===== config.mk =====
export PLATFORM = sky130hd
export DESIGN_NAME = controller_sequencer_flat
export DESIGN_NICKNAME = d
export VERILOG_FILES = /design/src/rtl/sap_pkg.sv /design/src/rtl/controller_sequencer_if.sv /design/src/rtl/ring_counter.sv /design/src/rtl/controller_sequencer.sv /design/src/flat_wrapper.sv
export SDC_FILE = /design/constraint.sdc
export NUM_CORES = 1
export LEC_CHECK = 0
export ABC_CLOCK_PERIOD_IN_PS = 1900
export CELL_PAD_IN_SITES_DETAIL_PLACEMENT = 0
export CELL_PAD_IN_SITES_GLOBAL_PLACEMENT = 1
export CORE_UTILIZATION = 25
export DETAILED_ROUTE_END_ITERATION = 10
export PLACE_DENSITY_LB_ADDON = 0.2
export REMOVE_ABC_BUFFERS = 1
export SYNTH_ARGS = -nofsm -noshare
export SYNTH_HDL_FRONTEND = slang
export SYNTH_SLANG_ARGS = --single-unit
export TNS_END_PERCENT = 1

===== constraint.sdc =====
create_clock -name i_clock -period 1.9 [get_ports i_clock]
set_input_delay 0.38 -clock i_clock [delete_from_list [all_inputs] [get_ports i_clock]]
set_output_delay 0.38 -clock i_clock [all_outputs]
set_load 0.005 [all_outputs]

===== src/rtl/sap_pkg.sv =====
// Shared SAP-1 definitions: opcodes, one-hot T-state codes and control-word bit
// positions used by the sequencer, its wiring and any bench that decodes the word.
package sap_pkg;

  localparam logic [3:0] OP_LDA = 4'b0000;
  localparam logic [3:0] OP_ADD = 4'b0001;
  localparam logic [3:0] OP_SUB = 4'b0010;
  localparam logic [3:0] OP_OUT = 4'b1110;
  localparam logic [3:0] OP_HLT = 4'b1111;

  localparam int unsigned T_WIDTH = 6;
  localparam logic [T_WIDTH-1:0] T_HALT = 6'b000000;
  localparam logic [T_WIDTH-1:0] T1     = 6'b000001;
  localparam logic [T_WIDTH-1:0] T2     = 6'b000010;
  localparam logic [T_WIDTH-1:0] T3     = 6'b000100;
  localparam logic [T_WIDTH-1:0] T4     = 6'b001000;
  localparam logic [T_WIDTH-1:0] T5     = 6'b010000;
  localparam logic [T_WIDTH-1:0] T6     = 6'b100000;

  localparam int unsigned CW_WIDTH = 12;
  localparam int unsigned CW_CP = 0;   // PC increment
  localparam int unsigned CW_EP = 1;   // PC onto bus
  localparam int unsigned CW_LM = 2;   // MAR load
  localparam int unsigned CW_CE = 3;   // RAM onto bus
  localparam int unsigned CW_LI = 4;   // IR load
  localparam int unsigned CW_EI = 5;   // IR operand onto bus
  localparam int unsigned CW_LA = 6;   // A load
  localparam int unsigned CW_EA = 7;   // A onto bus
  localparam int unsigned CW_SU = 8;   // ALU subtract
  localparam int unsigned CW_EU = 9;   // ALU onto bus
  localparam int unsigned CW_LB = 10;  // B load
  localparam int unsigned CW_LO = 11;  // output register load

  typedef logic [CW_WIDTH-1:0] ctrl_word_t;

  typedef enum logic [2:0] {
    INS_LDA,
    INS_ADD,
    INS_SUB,
    INS_OUT,
    INS_HLT,
    INS_NOP
  } instr_e;

  // Unlisted opcodes fall through to NOP so execute cycles stay silent.
  function automatic instr_e decode_op(input logic [3:0] op);
    instr_e ins;
    case (op)
      OP_LDA:  ins = INS_LDA;
      OP_ADD:  ins = INS_ADD;
      OP_SUB:  ins = INS_SUB;
      OP_OUT:  ins = INS_OUT;
      OP_HLT:  ins = INS_HLT;
      default: ins = INS_NOP;
    endcase
    return ins;
  endfunction

endpackage


===== src/rtl/controller_sequencer_if.sv =====
// Control-side bundle of the SAP-1 sequencer: run/opcode in, T-state, halt
// status and every bus strobe out.
interface controller_sequencer_if;
  logic       i_run;
  logic [3:0] i_opcode;
  logic [5:0] o_t_state;
  logic       o_halted;
  logic       o_pc_increment;
  logic       o_pc_enable_out;
  logic       o_mar_enable_in;
  logic       o_ram_enable_out;
  logic       o_ir_load;
  logic       o_ir_enable_out;
  logic       o_a_load;
  logic       o_a_enable_out;
  logic       o_alu_subtract;
  logic       o_alu_enable_out;
  logic       o_b_load;
  logic       o_out_load;

  modport slave (
    input  i_run, i_opcode,
    output o_t_state, o_halted,
    output o_pc_increment, o_pc_enable_out, o_mar_enable_in, o_ram_enable_out,
    output o_ir_load, o_ir_enable_out, o_a_load, o_a_enable_out,
    output o_alu_subtract, o_alu_enable_out, o_b_load, o_out_load
  );

  modport master (
    output i_run, i_opcode,
    input  o_t_state, o_halted,
    input  o_pc_increment, o_pc_enable_out, o_mar_enable_in, o_ram_enable_out,
    input  o_ir_load, o_ir_enable_out, o_a_load, o_a_enable_out,
    input  o_alu_subtract, o_alu_enable_out, o_b_load, o_out_load
  );
endinterface


===== src/rtl/ring_counter.sv =====
// Six-bit one-hot T-state ring. Clearing to zero parks it in HALT, which is
// absorbing because rotating an all-zero ring leaves it all-zero.
module ring_counter
  import sap_pkg::*;
(
  input  logic               i_clock,
  input  logic               i_reset,
  input  logic               i_advance,
  input  logic               i_halt,
  output logic [T_WIDTH-1:0] o_ring
);

  logic [T_WIDTH-1:0] ring_d;
  logic [T_WIDTH-1:0] ring_q;

  // NOTE: defaulting ring_d to ring_q before any branch keeps this block free of latches.
  always_comb begin
    ring_d = ring_q;
    if (i_halt) begin
      ring_d = T_HALT;
    end else if (i_advance) begin
      ring_d = {ring_q[T_WIDTH-2:0], ring_q[T_WIDTH-1]};
    end
  end

  // NOTE: state flops use non-blocking assignment so every flop sees pre-edge values.
  always_ff @(posedge i_clock) begin
    if (i_reset) begin
      ring_q <= T1;
    end else begin
      ring_q <= ring_d;
    end
  end

  assign o_ring = ring_q;

endmodule


===== src/rtl/controller_sequencer.sv =====
// SAP-1 control unit: T-state ring plus microcode decode producing the control
// word for the PC, MAR, RAM, IR, A, B, ALU and output register.
module controller_sequencer
  import sap_pkg::*;
(
  input  logic                    i_clock,
  input  logic                    i_reset,
  controller_sequencer_if.slave   bus
);

  logic [T_WIDTH-1:0] ring;
  logic               halt_entry;
  instr_e             instr;
  ctrl_word_t         cw;

  assign instr = decode_op(bus.i_opcode);

  // HLT has no T5: the enabled edge that would end T4 clears the ring instead.
  assign halt_entry = bus.i_run && (ring == T4) && (instr == INS_HLT);

  ring_counter u_ring (
    .i_clock   (i_clock),
    .i_reset   (i_reset),
    .i_advance (bus.i_run),
    .i_halt    (halt_entry),
    .o_ring    (ring)
  );

  always_comb begin
    cw = '0;
    if (!i_reset) begin
      case (ring)
        T1: begin
          cw[CW_EP] = 1'b1;
          cw[CW_LM] = 1'b1;
        end
        T2: cw[CW_CP] = 1'b1;
        T3: begin
          cw[CW_CE] = 1'b1;
          cw[CW_LI] = 1'b1;
        end
        T4: begin
          case (instr)
            INS_LDA, INS_ADD, INS_SUB: begin
              cw[CW_EI] = 1'b1;
              cw[CW_LM] = 1'b1;
            end
            INS_OUT: begin
              cw[CW_EA] = 1'b1;
              cw[CW_LO] = 1'b1;
            end
            default: cw = '0;
          endcase
        end
        T5: begin
          case (instr)
            INS_LDA: begin
              cw[CW_CE] = 1'b1;
              cw[CW_LA] = 1'b1;
            end
            INS_ADD, INS_SUB: begin
              cw[CW_CE] = 1'b1;
              cw[CW_LB] = 1'b1;
              cw[CW_SU] = (instr == INS_SUB);
            end
            default: cw = '0;
          endcase
        end
        T6: begin
          if (instr == INS_ADD || instr == INS_SUB) begin
            cw[CW_EU] = 1'b1;
            cw[CW_LA] = 1'b1;
            cw[CW_SU] = (instr == INS_SUB);
          end
        end
        default: cw = '0;
      endcase
    end
  end

  // During reset the T-state reads T1 even before the ring has been loaded.
  assign bus.o_t_state = i_reset ? T1 : ring;
  assign bus.o_halted  = !i_reset && (ring == T_HALT);

  assign bus.o_pc_increment   = cw[CW_CP];
  assign bus.o_pc_enable_out  = cw[CW_EP];
  assign bus.o_mar_enable_in  = cw[CW_LM];
  assign bus.o_ram_enable_out = cw[CW_CE];
  assign bus.o_ir_load        = cw[CW_LI];
  assign bus.o_ir_enable_out  = cw[CW_EI];
  assign bus.o_a_load         = cw[CW_LA];
  assign bus.o_a_enable_out   = cw[CW_EA];
  assign bus.o_alu_subtract   = cw[CW_SU];
  assign bus.o_alu_enable_out = cw[CW_EU];
  assign bus.o_b_load         = cw[CW_LB];
  assign bus.o_out_load       = cw[CW_LO];

endmodule


===== src/flat_wrapper.sv =====
// flat-port wrapper written by rule: the top's interface ports become plain ports
module controller_sequencer_flat import sap_pkg::*;
  (i_clock, i_reset, bus_i_run, bus_i_opcode, bus_o_t_state, bus_o_halted, bus_o_pc_increment, bus_o_pc_enable_out, bus_o_mar_enable_in, bus_o_ram_enable_out, bus_o_ir_load, bus_o_ir_enable_out, bus_o_a_load, bus_o_a_enable_out, bus_o_alu_subtract, bus_o_alu_enable_out, bus_o_b_load, bus_o_out_load);
  controller_sequencer_if bus_i ();
  input  logic i_clock;
  input  logic i_reset;
  input wire logic [$bits(bus_i.i_run)-1:0] bus_i_run;
  input wire logic [$bits(bus_i.i_opcode)-1:0] bus_i_opcode;
  output wire logic [$bits(bus_i.o_t_state)-1:0] bus_o_t_state;
  output wire logic [$bits(bus_i.o_halted)-1:0] bus_o_halted;
  output wire logic [$bits(bus_i.o_pc_increment)-1:0] bus_o_pc_increment;
  output wire logic [$bits(bus_i.o_pc_enable_out)-1:0] bus_o_pc_enable_out;
  output wire logic [$bits(bus_i.o_mar_enable_in)-1:0] bus_o_mar_enable_in;
  output wire logic [$bits(bus_i.o_ram_enable_out)-1:0] bus_o_ram_enable_out;
  output wire logic [$bits(bus_i.o_ir_load)-1:0] bus_o_ir_load;
  output wire logic [$bits(bus_i.o_ir_enable_out)-1:0] bus_o_ir_enable_out;
  output wire logic [$bits(bus_i.o_a_load)-1:0] bus_o_a_load;
  output wire logic [$bits(bus_i.o_a_enable_out)-1:0] bus_o_a_enable_out;
  output wire logic [$bits(bus_i.o_alu_subtract)-1:0] bus_o_alu_subtract;
  output wire logic [$bits(bus_i.o_alu_enable_out)-1:0] bus_o_alu_enable_out;
  output wire logic [$bits(bus_i.o_b_load)-1:0] bus_o_b_load;
  output wire logic [$bits(bus_i.o_out_load)-1:0] bus_o_out_load;
  assign bus_i.i_run = bus_i_run;
  assign bus_i.i_opcode = bus_i_opcode;
  assign bus_o_t_state = bus_i.o_t_state;
  assign bus_o_halted = bus_i.o_halted;
  assign bus_o_pc_increment = bus_i.o_pc_increment;
  assign bus_o_pc_enable_out = bus_i.o_pc_enable_out;
  assign bus_o_mar_enable_in = bus_i.o_mar_enable_in;
  assign bus_o_ram_enable_out = bus_i.o_ram_enable_out;
  assign bus_o_ir_load = bus_i.o_ir_load;
  assign bus_o_ir_enable_out = bus_i.o_ir_enable_out;
  assign bus_o_a_load = bus_i.o_a_load;
  assign bus_o_a_enable_out = bus_i.o_a_enable_out;
  assign bus_o_alu_subtract = bus_i.o_alu_subtract;
  assign bus_o_alu_enable_out = bus_i.o_alu_enable_out;
  assign bus_o_b_load = bus_i.o_b_load;
  assign bus_o_out_load = bus_i.o_out_load;
  controller_sequencer u_core (.i_clock(i_clock), .i_reset(i_reset), .bus(bus_i));
endmodule

======== After elaboration in Yosys (flattened, before gate mapping) ========
Cells that the tools add are included.
word-level totals
  ROM bits ................................ 0
  memories ................................ 0
  memory bits (writable) .................. 0
  input bits .............................. 7
  word-level logic and storage cells ...... 48
  output and inout bits ................... 19
  latch bits .............................. 0
  register bits after elaboration ......... 6
operators by class
  eq/ne operators ......................... 14
  magnitude comparators ................... 0
  muxes and demuxes ....................... 20
  divide/modulo/power cells ............... 0
  bitwise logic cells ..................... 0
  shift operators ......................... 0
  $mul .................................... 0
  $add $sub $neg .......................... 0
  reductions and logical operators ........ 12
operators by type and width
  cell                  number
  $pmux W2 S2           4
  $pmux W3 S5           1
  $mux W12              1
  $mux W1               11
  $eq A4 B4 Y1 const B  2
  $eq A3 B2 Y1 const B  2
  $eq A6 B1 Y1 const B  1
  $eq A6 B2 Y1 const B  1
  $eq A6 B3 Y1 const B  1
  $eq A6 B4 Y1 const B  1
  $eq A6 B5 Y1 const B  1
  $eq A6 B6 Y1 const B  1
  $logic_not A6 Y1      1
  $mux W6               1
  $eq A4 B1 Y1 const B  1
  $eq A4 B2 Y1 const B  1
  $logic_not A4 Y1      1
  $reduce_or A2 Y1      2
  $eq A3 B1 Y1 const B  1
  $eq A3 B3 Y1 const B  1
  $logic_and A1 B1 Y1   3
  $logic_not A3 Y1      1
  $reduce_or A3 Y1      1
  $mux W2               1
  other kinds (4)       4

======== Logic depth before layout (Yosys ltp) ========
Gate-level depths: netlist of run 1.
  depth after elaboration ................. 7
  mapped depth ............................ 4
  depth with buffers taken out ............ 3

======== Modules after synthesis ========
A second synthesis of run 1 with hierarchy kept.
second synthesis, totals
  cells, all modules ...................... 63
  area, all modules ....................... 493.0 µm²
by module, submodules not included
  module                instances  cells an instance  sequential area each (µm²)  area each (µm²)
  controller_sequencer  1          44                 0.0                         269.0
  ring_counter          1          19                 120.1                       224.0

======== Worst setup path before layout of run 1 ========
OpenSTA, ideal clock, no wires.
  path kind ............................... in2out
  from .................................... in bus_i_opcode[0]
  to ...................................... out bus_o_mar_enable_in
  arrival ................................. 1,328 ps
  setup slack ............................. 192 ps
  path buffers ............................ 0
  stages on the path ...................... 3
  data required time ...................... 1,520 ps
  cells stage by stage .................... a2111o_1 or3b_1 a21boi_1
on the way
  longest elaborated chain between the ends .. 7
  elaborated cells between the ends (all ways) .. 13
  classes of those cells .................. 6 x eq/ne; 4 x mux; 3 x reduce/logical
RTL lines
  what                                        line                        source
  start: declaration                          flat_wrapper.sv:8           input wire logic [$bits(bus_i.i_opcode)-1:0] bus_i_opcode;
  $eq A4 B4 Y1, or another cell as far along  sap_pkg.sv:48               case (op)
  $pmux W3 S5 (*)                             sap_pkg.sv:48
  $eq A3 B2 Y1, or another cell as far along  controller_sequencer.sv:43  case (instr)
  $reduce_or A3 Y1 (no line) (*)              --
  $mux W1 (*)                                 controller_sequencer.sv:43
  $pmux W2 S2 (*)                             controller_sequencer.sv:32  case (ring)
  $mux W12 (*)                                controller_sequencer.sv:31  if (!i_reset) begin
  end: declaration                            flat_wrapper.sv:13          output wire logic [$bits(bus_i.o_mar_enable_in)-1:0] bus_o_mar_enable_in;
Every way passes the cells marked *; elsewhere a longest branch is shown, timed or not.

======== Worst setup path in the final report of run 1 ========
  from .................................... in bus_i_opcode[3]
  to ...................................... out bus_o_mar_enable_in
Same word-level chain as after synthesis.

==> metrics.md, run 1 <==
| Metric | Value |
|---|---|
| Post-Place Cells | `140` |
| Post-route ant nets | `0` |
| Busiest grt layer | `met2` |
| Register area | `124 um2` |
| CP max FO | `2` |
| WHS | `around 0.61 ns` |
| Max H-tree Level | `1` |
| Peak supply drop | `0.000343 V` |
| Initial antenna violation count | `0` |
| Starting density of the core | `about 27%` |
| Final Setup Violations | `1` |
| Met2 Usage GRT | `between 20% and 30%` |
| I/O pins | `26` |
| Max reg flops | `6` |
| CTS max path bufs | `2` |
| Slew Limit Fails | `0` |
| CTS tree | `yes` |
| NumNets Final | `around 130` |
| Worst EP required | `1.52 ns` |
| Cell area power density | `roughly 370 nW/um2` |
| Reg clk slew, reported paths | `about 0.040 ns` |
| 1st-iter DRT viols | `6` |
| Largest net degree at the start of global routing | `15` |
| Final Critical Period | `slightly below 2 ns` |
| Final WS setup | `-0.0775 ns` |
| Leading cell types in the layout, fill and taps excluded | `26 x buf_4, 13 x nor2_1, 7 x dlygate4sd2_1` |
| CTS Buf Count | `3` |
| Via density | `about 4.8` |
| Synthesis-to-layout area growth | `109%` |
| FP Rows | `15` |
| Die area | `approximately 2100 um2` |
| Met1 GRT Util | `between 20% and 30%` |
| Vias in the first global route | `between 500 and 600` |
| Max Clock Freq | `0.506 GHz` |
| Met3 GRT Util | `~2.8%` |
| DP HPWL | `roughly 1300 um` |
| Transition time of the tightest slew-check pin | `0.409 ns` |
| Slowest stage delay, CP | `roughly 0.43 ns` |
| Synthesized area | `between 400 and 500 um2` |
| Pleak | `around 0.51 nW` |
| Cells after Synth | `68` |
| Layout cells sized above 1 | `around 45%` |
| Synth warn | `0` |
| Startpoint types | `primary input` |
| Root Buffer | `clkbuf_4` |
| Maxcap violations | `0` |
| Syn_area_per_cell | `between 7 and 8 um2` |
| WP data arrival | `~1.6 ns` |
| Most common cell after layout, fill and taps aside | `buf_4` |
| DRT Pass-1 Iters | `4` |
| Post-CTS Hold Buffers | `0` |
| Run status | `finished with violations` |
| GP Congestion | `0.745` |
| Area of the multi-input gates | `403 um2` |
| Post CTS Setup Buffer Count | `0` |
| GRT Residual Overflow | `0` |
| Critical Path, Cell by Cell | `clkdlybuf4s15_1, a2111o_1, or3b_1, a21boi_1, buf_2` |
| CTS Sinks | `6` |
| Die height | `~46 um` |
| Critical Path Sink Type | `output port` |
| Ant diodes | `0` |
| Max stage delay cell, worst path | `a2111o_1` |
| Worst clock skew | `0.00281 ns` |
| Endpoints failing hold | `0` |
| Register area share after synthesis | `between 20 and 25%` |
| Delay-heaviest family, CP | `compound AO/OA/AOI/OAI gates` |
| Vias | `684` |
| Distinct cell type count after synthesis | `28` |
| Hold Crit Class | `primary input to flip-flop` |
| Failing checks | `negative setup slack` |
| DR DRC count | `0` |
| Wirelength, routed | `between 1500 and 2000 um` |
| Fill cells | `about 190` |
| Synthesized flop and latch total | `6` |
| Max-slew headroom | `between 70% and 80%` |
| Buffers and inverters on the worst path | `2` |
| Core ar. | `around 1800 um2` |
| # port buffers | `25` |
| Clk Latency, worst-skew pair | `around 0.24 ns` |
| Worst setup path class | `primary input to output port` |
| GRT Overall Usage | `roughly 17%` |
| RSZ-0062 raised after global routing | `true` |
| WL per Instance | `11.5 um` |
| First-pass GRT wire length | `~2500 um` |
| Die width | `roughly 46 um` |
| Final Instance Count excl. Fillers | `about 140` |
| Period utilisation layout | `104%` |
[worst min-delay path: stages]
cell and delay [ns]:
buf_2 0.10, buf_4 0.14, nand3_1 0.08, o31a_1 0.11
[power by group]
group | internal (mW) | total, mW | switching (mW)
sequential | 0.132 | 0.138 | 0.00620
clock | 0.0711 | 0.112 | 0.0409
combinational | 0.0741 | 0.130 | 0.0556
[metal layers]
| metal | vias up | routed length (um) | share of wire [%] |
|---|---|---|---|
| li1 | 346 | - | - |
| met3 | 6 | 66 | 4.0 |
| met1 | 315 | 722 | 44 |
| met2 | 17 | 807 | 49 |
| met5 | - | 0 | 0 |
| met4 | 0 | 44 | 2.7 |
[timing repair]
| action | 4_1_cts | 5_1_grt |
|---|---|---|
| resized for setup | 43 | 18 |
| setup endpoints to repair | 19 | 15 |
| pin swaps | 6 | 1 |
[worst paths after layout]
kind | start | end | slack, ns | depth (start not counted)
worst max-delay path | bus_i_opcode[3] | bus_o_mar_enable_in | -0.08 | 5
worst min-delay path | bus_i_opcode[1] | u_core.u_ring.o_ring[4]$_SDFFE_PP0P_ | 0.61 | 4
worst max register to register | u_core.u_ring.o_ring[1]$_SDFFE_PP0P_ | u_core.u_ring.o_ring[4]$_SDFFE_PP0P_ | 0.58 | 5
worst min register to register | u_core.u_ring.o_ring[2]$_SDFFE_PP0P_ | u_core.u_ring.o_ring[2]$_SDFFE_PP0P_ | 0.64 | 3
[logic make-up after synthesis]
logic type / after synthesis / share of synthesized area (%)
and+or+nand+nor: 42 / 45.0
AOI/OAI and AO/OA: 9 / 15.2
DFF: 6 / 24.8
buffers and inverters: 6 / 4.65
muxes: 5 / 10.3
[per-stage QoR]
step / setup WS [ns] / power, mW / setup TNS (ns) / cell area (um2) / utilization, %
after CTS: -0.152 / 0.383 / -0.359 / 987 / 56.0
final: -0.0775 / 0.380 / -0.0775 / 1010 / 57.4
after floorplan: 0.192 / 0.177 / 0 / 465 / -
after global placement: -0.768 / 0.264 / -8.31 / 950 / 53.8
after global routing: -0.145 / 0.403 / -0.444 / 1010 / 57.4
after detailed placement: -0.780 / 0.266 / -8.40 / 950 / 53.8
[synthesized netlist by cell type]
cell type  instances  share of area, %
nor2_1            14                11
dfxtp_1            6                25
nor2b_1            6               7.8
clkbuf_1           5               3.9
mux2i_1            5                10
nand3_1            4               4.1
nand2_1            3               2.3
nor3_1             3               3.1
nor4_1             3               3.9
a2111o_1           1               2.3
a211o_1            1               1.8
a211oi_1           1               1.6
a21boi_1           1               1.6
a21oi_1            1               1.0
and2b_1            1               1.6
and3_1             1               1.3
inv_1              1              0.77
nand2b_1           1               1.3
nand3b_1           1               1.6
nand4_1            1               1.3
nor3b_1            1               1.6
o2111ai_1          1               1.8
o21bai_1           1               1.6
o31a_1             1               1.8
o32ai_1            1               1.8
or2_2              1               1.3
or3_1              1               1.3
or3b_1             1               1.8
[area by class of cell]
cell class | instances | share of cell area, %
sequential | 6 | 12.2
tap | 25 | 3.09
timing repair buffer | 52 | 42.3
clock buffer | 3 | 2.22
inverter | 1 | 0.370
multi-input combinational | 56 | 39.8
No activity file was read; power rests on OpenSTA's default activity.
==> run 2: changes to the inputs <==
--- a/config.mk
+++ b/config.mk
@@ -5,7 +5,6 @@
 export SDC_FILE = /design/constraint.sdc
 export NUM_CORES = 1
 export LEC_CHECK = 0
-export ABC_CLOCK_PERIOD_IN_PS = 1900
 export CELL_PAD_IN_SITES_DETAIL_PLACEMENT = 0
 export CELL_PAD_IN_SITES_GLOBAL_PLACEMENT = 1
 export CORE_UTILIZATION = 25
==> results of run 2 <==
The final DEF is identical to that of run 1; final timing and power are the same.
